`src/rtl/clock_display_pkg.sv`:
```
// Shared constants, BCD pair payload and segment encoder for the MM.SS display driver.
package clock_display_pkg;

    localparam int unsigned NUM_DIGITS = 4;
    localparam int unsigned SEG_W      = 7;
    localparam int unsigned AN_W       = 4;
    localparam int unsigned IDX_W      = $clog2(NUM_DIGITS);

    // Active-low segment codes, seg[0]=a .. seg[6]=g
    localparam logic [SEG_W-1:0] SEG_0     = 7'h40;
    localparam logic [SEG_W-1:0] SEG_1     = 7'h79;
    localparam logic [SEG_W-1:0] SEG_2     = 7'h24;
    localparam logic [SEG_W-1:0] SEG_3     = 7'h30;
    localparam logic [SEG_W-1:0] SEG_4     = 7'h19;
    localparam logic [SEG_W-1:0] SEG_5     = 7'h12;
    localparam logic [SEG_W-1:0] SEG_6     = 7'h02;
    localparam logic [SEG_W-1:0] SEG_7     = 7'h78;
    localparam logic [SEG_W-1:0] SEG_8     = 7'h00;
    localparam logic [SEG_W-1:0] SEG_9     = 7'h10;
    localparam logic [SEG_W-1:0] SEG_DASH  = 7'h3F;
    localparam logic [SEG_W-1:0] SEG_BLANK = 7'h7F;

    localparam logic [AN_W-1:0] AN_OFF  = 4'hF;
    localparam logic [AN_W-1:0] AN_DIG0 = 4'hE;
    localparam logic [AN_W-1:0] AN_DIG1 = 4'hD;
    localparam logic [AN_W-1:0] AN_DIG2 = 4'hB;
    localparam logic [AN_W-1:0] AN_DIG3 = 4'h7;

    typedef struct packed {
        logic [3:0] tens;
        logic [3:0] ones;
        logic       valid;
    } bcd_pair_t;

    // An invalid pair, or any non-decimal digit, renders as a dash
    function automatic logic [SEG_W-1:0] seg_code(input logic [3:0] d, input logic valid);
        if (!valid) return SEG_DASH;
        case (d)
            4'd0:    return SEG_0;
            4'd1:    return SEG_1;
            4'd2:    return SEG_2;
            4'd3:    return SEG_3;
            4'd4:    return SEG_4;
            4'd5:    return SEG_5;
            4'd6:    return SEG_6;
            4'd7:    return SEG_7;
            4'd8:    return SEG_8;
            4'd9:    return SEG_9;
            default: return SEG_DASH;
        endcase
    endfunction

endpackage

```
`src/rtl/bin2bcd_60.sv`:
```
// Combinational binary (0..59) to two-digit BCD; values above 59 flag invalid.
module bin2bcd_60 (
    input  logic [6:0] v,
    output logic [3:0] tens,
    output logic [3:0] ones,
    output logic       valid
);

    always_comb begin
        tens  = 4'd0;
        ones  = 4'd0;
        valid = (v <= 7'd59);
        if (valid) begin
            if      (v >= 7'd50) tens = 4'd5;
            else if (v >= 7'd40) tens = 4'd4;
            else if (v >= 7'd30) tens = 4'd3;
            else if (v >= 7'd20) tens = 4'd2;
            else if (v >= 7'd10) tens = 4'd1;
            ones = 4'(v - 7'(tens) * 7'd10);
        end
    end

endmodule

```
`src/rtl/mmss_sevenseg_driver.sv`:
```
// Multiplexed 4-digit MM.SS seven-segment driver with per-frame snapshot of the time.
module mmss_sevenseg_driver
    import clock_display_pkg::*;
#(
    parameter int unsigned REFRESH_DIV = 50000
) (
    input  logic       clk,
    input  logic       rst,
    input  logic [6:0] minute,
    input  logic [6:0] second,
    output logic [3:0] an,
    output logic [6:0] seg,
    output logic       dp
);

    localparam int unsigned PRE_W = $clog2(REFRESH_DIV);

    logic [PRE_W-1:0] prescaler;
    logic [IDX_W-1:0] digit_idx;
    logic             tick;
    logic             tick_d;
    bcd_pair_t        min_bcd, sec_bcd;
    bcd_pair_t        snap_min, snap_sec;
    logic [AN_W-1:0]  an_nxt;
    logic [SEG_W-1:0] seg_nxt;
    logic             dp_nxt;

    bin2bcd_60 u_min_bcd (
        .v     (minute),
        .tens  (min_bcd.tens),
        .ones  (min_bcd.ones),
        .valid (min_bcd.valid)
    );

    bin2bcd_60 u_sec_bcd (
        .v     (second),
        .tens  (sec_bcd.tens),
        .ones  (sec_bcd.ones),
        .valid (sec_bcd.valid)
    );

    assign tick = (prescaler == PRE_W'(REFRESH_DIV - 1));

    // Decode of the digit selected by the scan index from the frame snapshot
    always_comb begin
        an_nxt  = AN_OFF;
        seg_nxt = SEG_BLANK;
        dp_nxt  = 1'b1;
        case (digit_idx)
            2'd0: begin
                an_nxt  = AN_DIG0;
                seg_nxt = seg_code(snap_sec.ones, snap_sec.valid);
            end
            2'd1: begin
                an_nxt  = AN_DIG1;
                seg_nxt = seg_code(snap_sec.tens, snap_sec.valid);
            end
            2'd2: begin
                an_nxt  = AN_DIG2;
                seg_nxt = seg_code(snap_min.ones, snap_min.valid);
                dp_nxt  = 1'b0;
            end
            default: begin
                an_nxt  = AN_DIG3;
                seg_nxt = seg_code(snap_min.tens, snap_min.valid);
            end
        endcase
    end

    // Scan advances on tick; snapshot loads on wrap; outputs follow one cycle later
    always_ff @(posedge clk) begin
        if (rst) begin
            prescaler <= '0;
            digit_idx <= IDX_W'(NUM_DIGITS - 1);
            tick_d    <= 1'b0;
            snap_min  <= '0;
            snap_sec  <= '0;
            an        <= AN_OFF;
            seg       <= SEG_BLANK;
            dp        <= 1'b1;
        end else begin
            prescaler <= tick ? '0 : prescaler + PRE_W'(1);
            tick_d    <= tick;
            if (tick) begin
                digit_idx <= digit_idx + IDX_W'(1);
                if (digit_idx == IDX_W'(NUM_DIGITS - 1)) begin
                    snap_min <= min_bcd;
                    snap_sec <= sec_bcd;
                end
            end
            if (tick_d) begin
                an  <= an_nxt;
                seg <= seg_nxt;
                dp  <= dp_nxt;
            end
        end
    end

endmodule

```
`config.mk`:
```
export PLATFORM = sky130hd
export DESIGN_NAME = mmss_sevenseg_driver
export DESIGN_NICKNAME = d
export VERILOG_FILES = /design/src/rtl/clock_display_pkg.sv /design/src/rtl/bin2bcd_60.sv /design/src/rtl/mmss_sevenseg_driver.sv
export SDC_FILE = /design/constraint.sdc
export NUM_CORES = 1
export LEC_CHECK = 0
export ABC_CLOCK_PERIOD_IN_PS = 11200
export CAP_MARGIN = 5
export CELL_PAD_IN_SITES_DETAIL_PLACEMENT = 0
export CELL_PAD_IN_SITES_GLOBAL_PLACEMENT = 1
export CORE_ASPECT_RATIO = 0.8
export CORE_MARGIN = 4
export CORE_UTILIZATION = 40
export DETAILED_ROUTE_END_ITERATION = 10
export GPL_TIMING_DRIVEN = 0
export PLACE_DENSITY = 0.74
export SYNTH_ARGS = -nofsm -noshare
export SYNTH_HDL_FRONTEND = slang
export SYNTH_SLANG_ARGS = --single-unit
```
`constraint.sdc`:
```
create_clock -name clk -period 11.2 [get_ports clk]
set_input_delay 2.24 -clock clk [delete_from_list [all_inputs] [get_ports clk]]
set_output_delay 2.24 -clock clk [all_outputs]
set_load 0.03 [all_outputs]
```
Yosys cells after proc, flatten, opt, wreduce, memory -nomap -nowiden

Memory sizes are Yosys's and may differ from the RTL's. A register that Yosys moved wholly into a read port is not among the register bits.
Cells that the tools add are included.

Add/subtract/negate cells: 4
Multipliers: 2
$lt $le $gt $ge: 12
Eq/ne operators: 4
Multiplexer cells: 39
Reductions and logical operators: 4

Operators with widths:

| operator                                                          | count |
|---|---|
| 2-to-1 mux 4 bit                                                  | 22 |
| 2-to-1 mux 7 bit                                                  | 6 |
| greater-or-equal comparator 7 x 5 -> 1 bit, second input constant | 4 |
| greater-or-equal comparator 7 x 6 -> 1 bit, second input constant | 4 |
| case mux 7 bit (3 select lines)                                   | 1 |
| adder 16 x 1 -> 16 bit, second input constant                     | 1 |
| == test 16 bit, second input constant                             | 1 |
| greater-or-equal comparator 7 x 4 -> 1 bit, second input constant | 2 |
| <= comparator 7 x 6 -> 1 bit, second input constant               | 2 |
| case mux 4 bit (3 select lines)                                   | 1 |
| 2-to-1 mux 1 bit                                                  | 9 |
| multiplier 4 x 3 -> 3 bit, second input constant                  | 2 |
| subtractor 4 bit                                                  | 2 |
| == test 2 bit, second input constant                              | 2 |
| OR reduction 3 bit                                                | 1 |
| adder 2 x 1 -> 2 bit, second input constant                       | 1 |
| == test 2 x 1 -> 1 bit, second input constant                     | 1 |
| logical NOT 2 bit                                                 | 1 |
| AND reduction 2 bit                                               | 1 |
| OR reduction 2 bit                                                | 1 |

Register bits after elaboration: 49
ROM bits: 448
Input port bits: 16
Output and inout port bits: 12
Word-level logic and storage cells: 81
Memories kept: 4

Memory list:

| name             | words | bits a word | rd ports | clocked after Yosys merged registers in | wr ports | RTL line                | RTL |
|---|---|---|---|---|---|---|---|
| (name not given) | 16    | 7           | 1        | 1                                       | 0        | clock_display_pkg.sv:38 | `case (d)` |
| (name not given) | 16    | 7           | 1        | 1                                       | 0        | clock_display_pkg.sv:38 |  |
| (name not given) | 16    | 7           | 1        | 1                                       | 0        | clock_display_pkg.sv:38 |  |
| (name not given) | 16    | 7           | 1        | 1                                       | 0        | clock_display_pkg.sv:38 |  |

Logic depth before layout (Yosys ltp)

Depth after elaboration: 12
Mapped depth: 15
Depth with buffers taken out: 13

Modules after synthesis

Synthesis repeated with hierarchy kept, for this count alone.

Cell total of the unflattened synthesis: 528
Area total of the unflattened synthesis: 4444.3 µm²

Modules (own cells, without submodules):

| module               | instances | cells each | area an instance (µm²) | seq. area each (µm²) |
|---|---|---|---|---|
| mmss_sevenseg_driver | 1         | 428        | 3791.1                 | 1541.5 |
| bin2bcd_60           | 2         | 50         | 326.6                  | 0.0 |

Worst setup path after synthesis

Ideal clock, no wire load.

Path kind: input to register
Start point: in minute[4]
End point: reg with a tool-made name
Setup time: 0.129 ns
Arrival time: 5.008 ns
Required time: 11.071 ns
Path slack: 6.063 ns
Cell stages on the path: 14
Buffers on the path: 2
Path through: clkbuf_1 > nor2b_1 > xnor2_1 > o311ai_0 > ha_1 > inv_1 > fa_1 > xor2_1 > inv_1 > or4_1 > a21o_1 > a21o_1 > buf_2 > mux2i_1

RTL lines:

| item            | RTL line                  | RTL |
|---|---|---|
| start, declared | mmss_sevenseg_driver.sv:9 | `input logic [6:0] minute,` |

==> impl_metrics.tcl <==
set metrics [dict create \
    setup_viol 0 \
    cts_tree "built" \
    async_flop_share_pct 0 \
    whs_path_depth 1 \
    initial_core_util_pct 41.0 \
    drt_iter0_markers 209 \
    rsz0062_at_grt "false" \
    p_sw_uw 134 \
    drtPass1Iterations 5 \
    ys_types 62 \
    nFillCells 949 \
    final.min_clock_period_ps 5490 \
    powerDensity_nw_per_um2 132 \
    fin_crit_sh_pct 49.0 \
    synth_top_area_cell "dfxtp_1" \
    nets 539 \
    worstMarginPinSlew_ps 898 \
    grtUsageTotal_pct 15.3 \
    final_layout_size_suffix_gt1_share_pct 7.68 \
    multiInputGateArea_um2 2220 \
    p_total_uw 612 \
    die-area_um2 11500 \
    synth_nets 506 \
    internal_power_uw 478 \
    path_clk_slew_ps 60 \
    drt_wl_total_um 8440 \
    grt_pass1_vias 2904 \
    hpwl_um 6350 \
    dieHeight_um 96.8 \
    io_pins 28 \
    syn_avg_cell_area_um2 8.62 \
    cap_violations 0 \
    diodes 0 \
    cts_made_buffers 9 \
    cts_resized 0 \
    p_seq_share_pct 43.8 \
    rows 32 \
    critical_path.max_fanout 10 \
    worst-setup-path-type "primary input to flip-flop" \
    slew_viol_final 0 \
    p_leak_uw 0.00189 \
    cts_max_level 3 \
    cts_setup_buffers 0 \
    vias 3116 \
    port_buffers 22 \
    end_kind "flip-flop" \
    r2r_start "prescaler[4]$_SDFF_PP0_" \
    drc 0 \
    power.share.switching_pct 21.9 \
    reg2reg_depth 9 \
    areaGrowthSynthToFinish_pct 17.7 \
    synth.yosys.seq_area_share_pct 38.1 \
    grt_pass1_wl_um 14400 \
    syn_area_um2 3940 \
    skew_ps 5.43 \
    syn_inst 457 \
    die_x_um 119 \
    synth-main-ff-cell "dfxtp_1" \
    grt_max_degree 15 \
    core_um2 9610 \
    status "finished, final reports clean" \
    vdd_drop_max_v 0.0000668 \
    wl_per_cell_um 13.7 \
    max_freq_ghz 0.182 \
    cp-start-kind "primary input" \
    synth_seq_cells 75 \
    arrival_ps 5740 \
    cts_root_buffer "clkbuf_16" \
    min_from "prescaler[0]$_SDFF_PP0_" \
    hp-class "flip-flop to flip-flop" \
    power_frac_comb_pct 4.7 \
    drtAntennaViolNets 0 \
    gp_congestion 0.802 \
    grt_overflow_total 0 \
    synth_edf_count 0 \
    tns_ps 0 \
    max-slew-margin-rel_pct 39.6 \
    yosys_warnings 0 \
    cts.sinks 75 \
    reg2reg_slack_ps 7990 \
    antenna_found_initial 0 \
    viasPerCell 5.07 \
    hold_end "prescaler[0]$_SDFF_PP0_" \
    synth_top_area_share_pct 38.1 \
    clock_latency_ps 330 \
    cts_buffer_depth 2 \
    required_ps 11450 \
    regArea_um2 1500 \
    power_frac_clock_pct 51.4 \
    hold_viol 0 \
    cts_hold_buf 0 \
    synth_area_leaders "dfxtp_1 38%, ha_1 9.8%, nand2_1 5.8%, mux2i_1 4.6%, o21ai_0 3.9%" \
]
## placed cells by master, fill, tap and decap left out, types with 3 or more instances in the layout
| cell type | instances |
|---|---|
| and3_1 | 5 |
| xor2_1 | 9 |
| clkbuf_1 | 16 |
| ha_1 | 31 |
| nand2b_1 | 10 |
| nor3_1 | 7 |
| a222oi_1 | 6 |
| mux2i_1 | 18 |
| nor3b_1 | 4 |
| clkbuf_16 | 9 |
| clkdlybuf4s50_1 | 22 |
| buf_2 | 3 |
| nand4_1 | 6 |
| or2_2 | 5 |
| and2_1 | 8 |
| nand3_1 | 8 |
| a21oi_1 | 26 |
| nor2b_1 | 4 |
| xnor2_1 | 8 |
| nor2_1 | 35 |
| dfxtp_1 | 75 |
| o21ai_0 | 31 |
| a21o_1 | 6 |
| inv_1 | 25 |
| nand2_1 | 61 |
## synth_stat cells, drive strengths merged, types with 8 or more instances
cell    count
inv        27
nand2b     10
nand3       8
nor2       36
nand2      61
ha         31
clkbuf     16
o21ai      32
xor2        9
mux2i      18
dfxtp      75
and2        9
a21oi      26
xnor2       8
## how the worst max path moves through the flow
stage / from / to / slack [ps]
finish: minute[3] / flip-flop / 5710
detailed placement: minute[3] / flip-flop / 5350
CTS: minute[3] / flip-flop / 5690
global route: minute[3] / flip-flop / 5470
floorplan: minute[4] / flip-flop / 6060
global placement: minute[3] / flip-flop / 5340
## power groups by stage
stage	registers (µW)	clock network, µW	logic [µW]
6_report	268	315	29.0
5_1_grt	268	335	32.5
4_1_cts	268	323	29.1
3_5_place_dp	274	0	29.0
3_3_place_gp	274	0	28.6
2_1_floorplan	274	0	18.4
## kinds of logic after synthesis
family                   Yosys count  share of synthesized area, %
AO/OA/AOI/OAI                     90                          14.5
XOR/XNOR                          17                          3.78
adder cells (fa/ha/maj)           33                          10.9
buffers and inverters             50                          5.59
flip-flops                        75                          38.1
multiplexers                      18                          4.57
AND/OR/NAND/NOR                  174                          22.6
## metal layers
layer,GRT usage (%),wire [µm],part of all wire (%)
met1,23.0,4520,54
met2,21.8,3410,40
met3,3.86,411,4.9
met4,4.01,99,1.2
met5,0,0,0
## metrics by stage
step | worst slack, ps | std cells | utilization [%] | hold slack [ps] | instance area (µm²)
finish | 5710 | 614 | 48.2 | 442 | 4640
global route | 5470 | 614 | 48.2 | 468 | 4640
detailed placement | 5350 | 598 | 44.8 | 436 | 4310
floorplan | 6060 | 457 | - | 413 | 3940
global placement | 5340 | 598 | 44.8 | 426 | 4310
CTS | 5690 | 614 | 48.2 | 447 | 4640
## critical path, cell delays in order
cell,delay [ps]
clkdlybuf4s50_1,470
clkbuf_1,340
xnor2_1,120
o311ai_0,510
ha_1,240
inv_1,50
fa_1,370
xor2_1,160
inv_1,60
or4_1,440
a21o_1,240
a21o_1,180
buf_2,170
o221ai_1,170
## layout make-up
type	count	share of cell area, %
multi-input combinational	332	47.9
sequential	75	32.4
clock buffer	10	4.94
timing repair buffer	22	4.75
tap	119	3.21
inverter	28	2.54
buffer	22	2.21
clock inverter	6	2.11
No activity file was read; power rests on OpenSTA's default activity.
